<file path="src/rtl/pixel_streamer.sv">
`default_nettype none
// ============================================================================
// Module  : pixel_streamer
// Holds one binary IMG_H x IMG_W image and streams it 1 pixel/clock in raster
// order with frame markers. Optional STREAM_CHECKSUM_EN adds ones_count.
// Rev 1.0 : initial release
// ============================================================================
module pixel_streamer #(
  parameter int IMG_W = 28,
  parameter int IMG_H = 28
) (
  input  logic                       clk,
  input  logic                       rst,
  input  logic                       wr_en,
  input  logic [$clog2(IMG_H)-1:0]   wr_row,
  input  logic [IMG_W-1:0]           wr_data,
  input  logic                       start,
  output logic                       busy,
  output logic                       pixel_out,
  output logic                       pixel_valid,
  output logic                       frame_start,
  output logic                       frame_end
`ifdef STREAM_CHECKSUM_EN
  ,
  output logic [$clog2(IMG_W*IMG_H+1)-1:0] ones_count
`endif
);

  localparam int C_RW = $clog2(IMG_H);
  localparam int C_CW = $clog2(IMG_W);
  localparam logic [C_RW-1:0] C_LAST_ROW = C_RW'(IMG_H - 1);
  localparam logic [C_CW-1:0] C_LAST_COL = C_CW'(IMG_W - 1);

  typedef enum logic [0:0] {
    S_IDLE   = 1'b0,
    S_STREAM = 1'b1
  } state_t;

  state_t            state_q;
  logic [C_RW-1:0]   row_q;
  logic [C_CW-1:0]   col_q;
  logic [IMG_W-1:0]  mem_q [IMG_H];
  logic              pix_q;
  logic              valid_q;
  logic              fs_q;
  logic              fe_q;
  logic              at_last;
  logic              wr_accept;

  assign at_last   = (row_q == C_LAST_ROW) && (col_q == C_LAST_COL);
  // The frame being transmitted is frozen: only IDLE-time writes land.
  assign wr_accept = wr_en && (state_q == S_IDLE) && (int'(wr_row) < IMG_H);

  always_ff @(posedge clk or posedge rst) begin
    if (rst) begin
      for (int r = 0; r < IMG_H; r++) begin
        mem_q[r] <= '0;
      end
    end else if (wr_accept) begin
      mem_q[wr_row] <= wr_data;
    end
  end

  always_ff @(posedge clk or posedge rst) begin
    if (rst) begin
      state_q <= S_IDLE;
      row_q   <= '0;
      col_q   <= '0;
      pix_q   <= 1'b0;
      valid_q <= 1'b0;
      fs_q    <= 1'b0;
      fe_q    <= 1'b0;
    end else begin
      pix_q   <= 1'b0;
      valid_q <= 1'b0;
      fs_q    <= 1'b0;
      fe_q    <= 1'b0;
      case (state_q)
        S_IDLE: begin
          if (start) begin
            state_q <= S_STREAM;
            row_q   <= '0;
            col_q   <= '0;
          end
        end
        S_STREAM: begin
          pix_q   <= mem_q[row_q][col_q];
          valid_q <= 1'b1;
          fs_q    <= (row_q == '0) && (col_q == '0);
          fe_q    <= at_last;
          if (col_q == C_LAST_COL) begin
            col_q <= '0;
            if (at_last) begin
              row_q   <= '0;
              state_q <= S_IDLE;
            end else begin
              row_q <= row_q + C_RW'(1);
            end
          end else begin
            col_q <= col_q + C_CW'(1);
          end
        end
        default: state_q <= S_IDLE;
      endcase
    end
  end

  assign busy        = valid_q;
  assign pixel_out   = pix_q;
  assign pixel_valid = valid_q;
  assign frame_start = fs_q;
  assign frame_end   = fe_q;

`ifdef STREAM_CHECKSUM_EN
  localparam int C_NW = $clog2(IMG_W*IMG_H+1);

  logic [C_NW-1:0] acc_q;
  logic [C_NW-1:0] ones_q;

  // The last pixel is still in pix_q when frame_end is high, so it is folded in here.
  always_ff @(posedge clk or posedge rst) begin
    if (rst) begin
      acc_q  <= '0;
      ones_q <= '0;
    end else begin
      if ((state_q == S_IDLE) && start) begin
        acc_q <= '0;
      end else if (valid_q) begin
        acc_q <= acc_q + C_NW'(pix_q);
      end
      if (fe_q) begin
        ones_q <= acc_q + C_NW'(pix_q);
      end
    end
  end

  assign ones_count = ones_q;
`endif

endmodule
`default_nettype wire

</file>
<file path="config.mk">
export PLATFORM = sky130hd
export DESIGN_NAME = pixel_streamer
export DESIGN_NICKNAME = d
export VERILOG_FILES = /design/src/rtl/pixel_streamer.sv
export SDC_FILE = /design/constraint.sdc
export NUM_CORES = 1
export LEC_CHECK = 0
export BUFFER_PORTS_ARGS = -buffer_cell sky130_fd_sc_hd__buf_2
export CORE_AREA = 2 2 303 305
export CTS_CLUSTER_DIAMETER = 40
export DETAILED_ROUTE_END_ITERATION = 12
export DIE_AREA = 0 0 305 307
export PLACE_DENSITY = 0.64
export SLEW_MARGIN = 20
export SYNTH_ARGS = -nofsm -noshare
export SYNTH_HDL_FRONTEND = slang
export SYNTH_SLANG_ARGS = --single-unit
</file>
<file path="constraint.sdc">
create_clock -name clk -period 21.4 [get_ports clk]
set_input_delay 1.07 -clock clk [delete_from_list [all_inputs] [get_ports clk]]
set_output_delay 1.07 -clock clk [all_outputs]
set_load 0.01 [all_outputs]
</file>
# After elaboration in Yosys (flattened, before gate mapping)
# Index checks and enable logic that the tools add are counted.
[word_totals]
out_inout_bits = 5
wordCells = 79
inputBits = 37
ff_bits = 799
[op_classes]
n_eq_ne = 4
n_reduce_logical = 8
bitwise = 3
n_lt_le_gt_ge = 5
muxes = 22
n_addsub = 2
[ops]
columns = ["cell", "n"]
rows = [
  ["784-bit bitwise mux", 1],
  ["28-bit binary-select mux with 5-bit select", 1],
  ["28-bit demux with 5-bit select", 1],
  ["28-bit 2-to-1 mux", 3],
  ["5-bit 2-to-1 mux", 4],
  ["5-bit case mux with 2 select lines", 2],
  ["6-bit >= comparator, second input constant", 2],
  ["5-bit NOT with 6-bit output", 2],
  ["5-bit by 1-bit adder with 5-bit output, second input constant", 2],
  ["5-bit equality test, second input constant", 2],
  ["5-bit logical NOT", 2],
  ["1-bit 2-to-1 mux", 8],
  ["5-bit by 6-bit < comparator with 1-bit output, second input constant", 1],
  ["6-bit by 1-bit < comparator with 1-bit output, second input constant", 1],
  ["1-bit binary-select mux with 5-bit select", 1],
  ["1-bit logical AND", 5],
  ["5-bit < comparator, second input constant", 1],
  ["2-bit by 1-bit != test with 1-bit output, second input constant", 1],
  ["2-bit != test, second input constant", 1],
  ["1-bit case mux with 2 select lines", 1],
  ["2-bit AND reduction", 1],
  ["1-bit NOT", 1],
]

# Depth between registers and ports, before layout
# Gate-level depths: netlist of run 1.
[depth]
ltp_word = 7
mapped_depth = 12
depth_no_buf = 7

# Worst setup path before layout of run 1
# Ideal clock, no wire load.
[synth_timing]
path_kind = "input to register"
from = "input port wr_row[3]"
to = "register mem_q[0] (netlist bit)"
n_path_buf = 1
arrival_ps = 2726
path_stages = 6
required_time_ps = 21275
path_slack_ps = 18549
cell_sequence = "nand3_1 > and3b_1 > nand3_1 > nor2_1 > clkbuf_1 > mux2_2"
[synth_via]
elab_chain_len = 6
elab_cells_between_ends = 9
cone_classes = "3 x order compare; 3 x mux; 1 x bitwise; 2 x reduce/logical"
[synth_rtl]
columns = ["item", "line_no", "rtl"]
rows = [
  ["start: declaration", "15", "input logic [$clog2(IMG_H)-1:0] wr_row,"],
  ["5-bit NOT with 6-bit output (not written as such)", "60", "mem_q[wr_row] <= wr_data;"],
  ["6-bit >= comparator (not written as such) or 6-bit by 1-bit < comparator with 1-bit output (tied branches)", "60", ""],
  ["1-bit logical AND (not written as such)", "60", ""],
  ["28-bit 2-to-1 mux (not written as such)", "60", ""],
  ["28-bit demux with 5-bit select", "60", ""],
  ["784-bit bitwise mux", "60", ""],
  ["end signal: indexed assignment", "60", ""],
  ["end: declaration", "42", "logic [IMG_W-1:0] mem_q [IMG_H];"],
]
# Several ways; a longest one is shown, not always the timed one.
# A chain may end at the register's enable or synchronous reset.

# Worst setup path after layout of run 1
[layout_timing]
from = "register row_q[0]"
to = "register pix_q (netlist: pixel_out)"
[layout_via]
elab_chain_len = 7
[layout_rtl]
columns = ["item", "line_no", "rtl"]
rows = [
  ["start: declaration", "40", "logic [C_RW-1:0] row_q;"],
  ["start signal: assignment", "97", "row_q <= row_q + C_RW'(1);"],
  ["5-bit NOT with 6-bit output (not written as such)", "87", "pix_q <= mem_q[row_q][col_q];"],
  ["28-bit binary-select mux with 5-bit select", "87", ""],
  ["28-bit 2-to-1 mux (not written as such) (2 in a row)", "87", ""],
  ["1-bit binary-select mux with 5-bit select", "87", ""],
  ["1-bit 2-to-1 mux (not written as such)", "87", ""],
  ["1-bit 2-to-1 mux", "78", "case (state_q)"],
  ["end signal: assignment", "87", ""],
  ["end: declaration", "43", "logic pix_q;"],
]
# Every way passes these cells. The select of a mux whose other input is x is not followed.

==> impl_metrics.json, run 1 <==
{
  "slew_headroom": 0.291,
  "num_vias": 22600,
  "grt_start_max_net_pins": 123,
  "routed_wl_um": 106000,
  "async_flop_share": 1.00,
  "syn-num-nets": 2586,
  "port_buffers": 41,
  "rsz0062_at_grt": "no",
  "antenna_found_initial": 2,
  "cts-htree-levels": 3,
  "netlist_instances": 2545,
  "avgSynthCellArea_um2": 14.4,
  "cts_tree": "yes",
  "die_h_um": 307,
  "grt_pass1_vias": 24000,
  "pin_count": 42,
  "worstMarginPinSlew_ns": 1.06,
  "final.setup.tns_ns": 0,
  "slew_viol_final": 0,
  "startpoint_type": "flip-flop",
  "fmax_mhz": 203,
  "synth_edf_count": 0,
  "finalCritPeriodShare": 0.230,
  "synth-seq-cells": 799,
  "reg2regPathDepth": 9,
  "cts_buffer_depth": 3,
  "layout_min_cycle_time_ns": 4.92,
  "crit_start": "row_q[0]",
  "hp-class": "reg -> reg",
  "numCtsBuffers": 115,
  "dp_hpwl_um": 59000,
  "route.detailed.drc": 0,
  "drive_gt1_frac": 0.469,
  "power.density_mw_per_mm2": 105,
  "synth_cell_types": 57,
  "clk_pin_slew_ns": 0.06,
  "grtUsageTotal": 0.228,
  "clkSinkCount": 799,
  "area_growth_pct": 14.4,
  "hold_viol": 0,
  "fin_nets": 2564,
  "initial_core_util": 0.405,
  "clk_latency_ns": 0.68,
  "grt_overflow": 0,
  "crit_fanout": 56,
  "worst_ep_arrival_time_ns": 5.49,
  "ff2ff_setup_slack_ns": 16.48,
  "skew_ns": 0.0327,
  "clockRootBuffer": "clkbuf_16",
  "yosysSeqAreaShare": 0.545,
  "final_util": 0.463,
  "crit_path_end_kind": "flip-flop",
  "regToRegEndpoint": "pixel_out",
  "finalSetupViolCount": 0,
  "status": "finished clean",
  "path_class": "reg -> reg",
  "drv_cap": 0,
  "r2r_start": "row_q[0]",
  "core-area_mm2": 0.0907,
  "wl_per_cell_um": 28.0,
  "hold_buffers": 0,
  "num_rows": 111,
  "vdd_drop_max_mv": 0.0871,
  "hold_depth": 1,
  "grt_pass1_wl_um": 159000,
  "gp_congestion": 0.790,
  "netlist_area_mm2": 0.0367,
  "die_x_um": 305,
  "drtAntennaViolNets": 0,
  "p_leak_nw": 20.4,
  "dieArea_mm2": 0.0936,
  "yosysWarnings": 0,
  "ys.flop_type": "dfrtp_1",
  "crit_path_end": "pixel_out",
  "cts_resized": 0,
  "drt_iter0_markers": 1888,
  "cp_data_required_time_ns": 21.97,
  "dr.pass1.iters": 5,
  "viasPerCell": 5.94,
  "cts_setup_buffers": 0
}
## state kept, by name (all words and copies together), names as in the netlist
register and flops:
busy 1, col_q 5, frame_end 1, frame_start 1, mem_q 784, pixel_out 1, row_q 5, state_q 1
## synthesized netlist by cell type (all sizes together), types with 3 or more instances
cell	instances	area share
clkbuf	151	0.015
mux2i	226	0.062
ha	4	0.0014
mux2	798	0.24
nand3	10	0.0014
nor2b	12	0.0020
nor2	47	0.0050
a221oi	8	0.0019
o211a	3	0.00082
nor3	8	0.0011
nor4	11	0.0019
a22oi	13	0.0027
nand3b	6	0.0012
or3b	3	0.00072
or4	3	0.00061
nand2	28	0.0029
buf	91	0.016
mux4	79	0.049
a22o	8	0.0019
o22ai	60	0.010
o31ai	4	0.00082
nor3b	4	0.00082
nand2b	5	0.00085
a211oi	9	0.0018
a2111oi	7	0.0018
inv	7	0.00072
dfrtp	799	0.54
and2	8	0.0014
o221ai	26	0.0062
o41ai	18	0.0043
o21ai	38	0.0052
and3	5	0.00085
a21oi	25	0.0034
## through the flow
stage / power [mW] / worst slack [ns] / hold slack (ns) / cell area, µm² / std cells
final: 4.42 / 16.48 / 0.498 / 42000 / 3808
after global routing: 4.56 / 16.28 / 0.505 / 42000 / 3805
after CTS: 4.45 / 16.19 / 0.499 / 42000 / 3805
after detailed placement: 2.46 / 15.50 / 0.487 / 37900 / 3592
after global placement: 2.46 / 15.74 / 0.479 / 37800 / 3592
after floorplan: 2.19 / 9.36 / 0.433 / 36700 / 2545
## critical path, stage by stage, from the launching register on
cell,delay (ns)
dfrtp_4,1.03
buf_4,0.91
buf_4,0.79
mux4_2,0.59
a22o_1,0.24
a211oi_1,0.38
o22ai_1,0.25
a22oi_1,0.22
o211ai_1,0.12
o211a_1,0.16
## how the worst min path moves through the flow
stage | startpoint | endpoint | slack [ns]
after floorplan | state_q | busy | 0.43
after global placement | mem_q[488] | mem_q[488] | 0.48
after detailed placement | mem_q[439] | mem_q[439] | 0.49
after CTS | mem_q[596] | mem_q[596] | 0.50
after global routing | mem_q[544] | mem_q[544] | 0.51
final | mem_q[439] | mem_q[439] | 0.50
## report_power, final
group,switching [mW],internal (mW)
logic,0.554,0.273
clock network,0.730,1.25
registers,0.0804,1.54
## cell families after synthesis
family	after synthesis	share of synthesized area
AND/OR/NAND/NOR	159	0.0225
adder cells (fa/ha/maj)	4	0.00136
multiplexers	1103	0.355
flip-flops	799	0.545
AO/OA/AOI/OAI	230	0.0436
buffers and inverters	250	0.0323
## final cells by class
cell class              count  area (µm²)
inverters                   8        33.8
flip-flops and latches    799       20000
well taps                1186        1480
multi-input cells        1496       15600
clock inverters            72         922
diodes                      3        7.51
fillers                  7744       48700
clock buffers             141        3190
repair buffers            103         702
## cells in the final DEF (no fill, tap or decap), drive strengths merged, types with 9 or more instances in the layout
cell type and n:
o41ai 18, nor2b 12, nor2 47, nand2 28, a211oi 9, mux2i 226
dfrtp 799, a21oi 25, buf 103, bufinv 15, clkinvlp 21, o21ai 38
o221ai 26, mux2 798, o22ai 60, mux4 79, clkinv 28, a22oi 13
inv 16, nand3 10, clkbuf 141, nor4 11
## per-layer routing
metal / track usage / wire length, µm / vias to the layer above
met3: 0.0377 / 5900 / 219
met1: 0.292 / 44300 / 12300
li1: - / - / 9389
met2: 0.385 / 52000 / 755
met5: 0 / 0 / -
met4: 0.0923 / 4190 / 0
Note: power is estimated with default switching activity, not from simulation.
==> inputs of run 2 (changes only) <==
Clock period 21.4 ns to 4.02 ns, I/O delays scaled along.
==> run 2 against run 1 <==
Net effect:
- final area grew 1.5%
- non-clock buffer count grew 50
- flip-flop and latch count did not move
- largest cell class unchanged
==> impl_metrics.json, run 2 (synthesis gave the netlist of run 1 again) <==
{
  "status": "finished clean",
  "drive_gt1_frac": 0.478,
  "grt_start_max_net_pins": 146,
  "cts_buffer_depth": 3,
  "num_rows": 111,
  "dp_hpwl_um": 62100,
  "multi_input_area_mm2": 0.0156,
  "grt_pass1_vias": 24000,
  "startpoint_type": "flip-flop",
  "grt_pass1_wl_um": 159000,
  "clkSinkCount": 799,
  "wl_met3_um": 5820,
  "core-area_mm2": 0.0907,
  "layout_min_cycle_time_ns": 3.40,
  "crit_path_end_kind": "flip-flop",
  "final.setup.tns_ns": 0,
  "clk_latency_ns": 0.67,
  "final_cell_mix": "mux2_2 (798), dfrtp_1 (796), mux2i_1 (226)",
  "crit_fanout": 34,
  "route.detailed.drc": 0,
  "clockRootBuffer": "clkbuf_16",
  "skew_ns": 0.0183,
  "dieArea_mm2": 0.0936,
  "fin_nets": 2617,
  "p_leak_nw": 20.8,
  "slew_headroom": 0.245,
  "wl_met2_um": 51600,
  "pin_count": 42,
  "power.density_mw_per_mm2": 560,
  "num_vias": 22600,
  "vdd_drop_max_mv": 0.362,
  "finalCritPeriodShare": 0.846,
  "antenna_found_initial": 3,
  "wl_per_cell_um": 27.2,
  "drt_iter0_markers": 1548,
  "critical-path-top-delay-family": "compound AO/OA/AOI/OAI gates",
  "drv_cap": 0,
  "hold_viol": 0,
  "initial_core_util": 0.405,
  "grtUsageTotal": 0.226,
  "cts_resized": 0,
  "wl_met1_um": 44100,
  "routed_wl_um": 105000,
  "worst_ep_arrival_time_ns": 3.96,
  "drtAntennaViolNets": 0,
  "final-seq-area_mm2": 0.0200,
  "hp-class": "in -> reg",
  "mostFrequentLayoutCell": "mux2_2",
  "highest_layer": "met4",
  "worstMarginPinSlew_ns": 1.13,
  "cp_data_required_time_ns": 4.58,
  "cp_num_buf_inv": 1,
  "fmax_mhz": 294,
  "grt_overflow": 0,
  "cts_tree": "yes",
  "numCtsBuffers": 118,
  "largest_reg_flops": 784,
  "finalSetupViolCount": 0,
  "die_x_um": 305,
  "gp_congestion": 0.812,
  "rsz0062_at_grt": "no",
  "slew_viol_final": 0,
  "cpMaxStageDelayCell": "dfrtp_4",
  "top_regs": "mem_q (784), col_q (5), row_q (5)",
  "viasPerCell": 5.85,
  "clk_pin_slew_ns": 0.06,
  "path_class": "reg -> reg",
  "area_growth_pct": 16.2,
  "top_register": "mem_q",
  "dr.pass1.iters": 5,
  "die_h_um": 307,
  "cts-htree-levels": 3,
  "port_buffers": 41,
  "cpPeakStageDelay_ns": 0.76,
  "cp_cell_sequence": "buf_12, mux4_2, nand2b_1, a32oi_1, a21oi_1, o32ai_1, o211ai_1, o211a_1",
  "power_mw": 23.9,
  "nFillCells": 7788
}
## run 2: cell types whose count changed in the layout (fill, tap and decap cells not counted), sizes merged, moves of 4 or more
cell | previous run | this run
buf | 103 | 151
clkbuf | 141 | 145
clkinvlp | 21 | 13
inv | 16 | 27
## run 2: layout make-up
type,instances,area share
Timing Repair Buffer,153,0.0302
Sequential cell,799,0.469
Antenna cell,1,0.0000587
Multi-Input combinational cell,1496,0.367
Inverter,8,0.000792
Tap cell,1186,0.0348
Clock buffer,145,0.0766
Clock inverter,76,0.0216
## run 2: path summary, 6_finish.rpt
| kind | start | end | slack [ns] | cells after the start |
|---|---|---|---|---|
| setup / recovery | row_q[0] | pixel_out | 0.62 | 8 |
| hold / removal | wr_data[14] | mem_q[210] | 0.12 | 2 |
| setup reg to reg | row_q[0] | pixel_out | 0.62 | 8 |
| hold reg to reg | mem_q[706] | mem_q[706] | 0.50 | 1 |
| max in group asynchronous | rst | mem_q[549] | 2.62 | 4 |
| min in group asynchronous | rst | mem_q[78] | 0.18 | 3 |
## run 2: what timing repair did
| item | CTS | global route |
|---|---|---|
| hold buffers | 2 | 0 |
| buffers inserted | 0 | 0 |
| endpoints found under the hold margin | 20 | 0 |
| endpoints found under the setup margin | 0 | 0 |
## run 2: per-layer routing
metal	vias to the layer above	GRT usage
met5	-	0
met1	12100	0.295
met4	0	0.0845
li1	9544	-
met2	706	0.381
met3	242	0.0375
## run 2: worst register-to-register path, delay by kind of cell (launching register included)
kind                   cells  cell delay, ns
AO/OA/AOI/OAI              5            1.43
buffers and inverters      1            0.36
flip-flops                 1            0.76
multiplexers               1            0.59
AND/OR/NAND/NOR            1            0.16
## run 2: power by group
part	switching, mW	internal, mW
clock	3.95	6.73
sequential	0.239	8.20
combinational	3.06	1.71
## run 2: stage by stage
stage          hold slack, ns  instance area, µm²  cells   util  worst slack [ns]
2_1_floorplan           0.287               36700   2545      -             -7.15
4_1_cts                0.0878               42600   3863  0.470             0.708
3_3_place_gp            0.332               38400   3640  0.424             0.679
5_1_grt                 0.122               42600   3864  0.470             0.570
3_5_place_dp            0.330               38400   3640  0.424             0.739
6_report                0.123               42600   3864  0.470             0.621
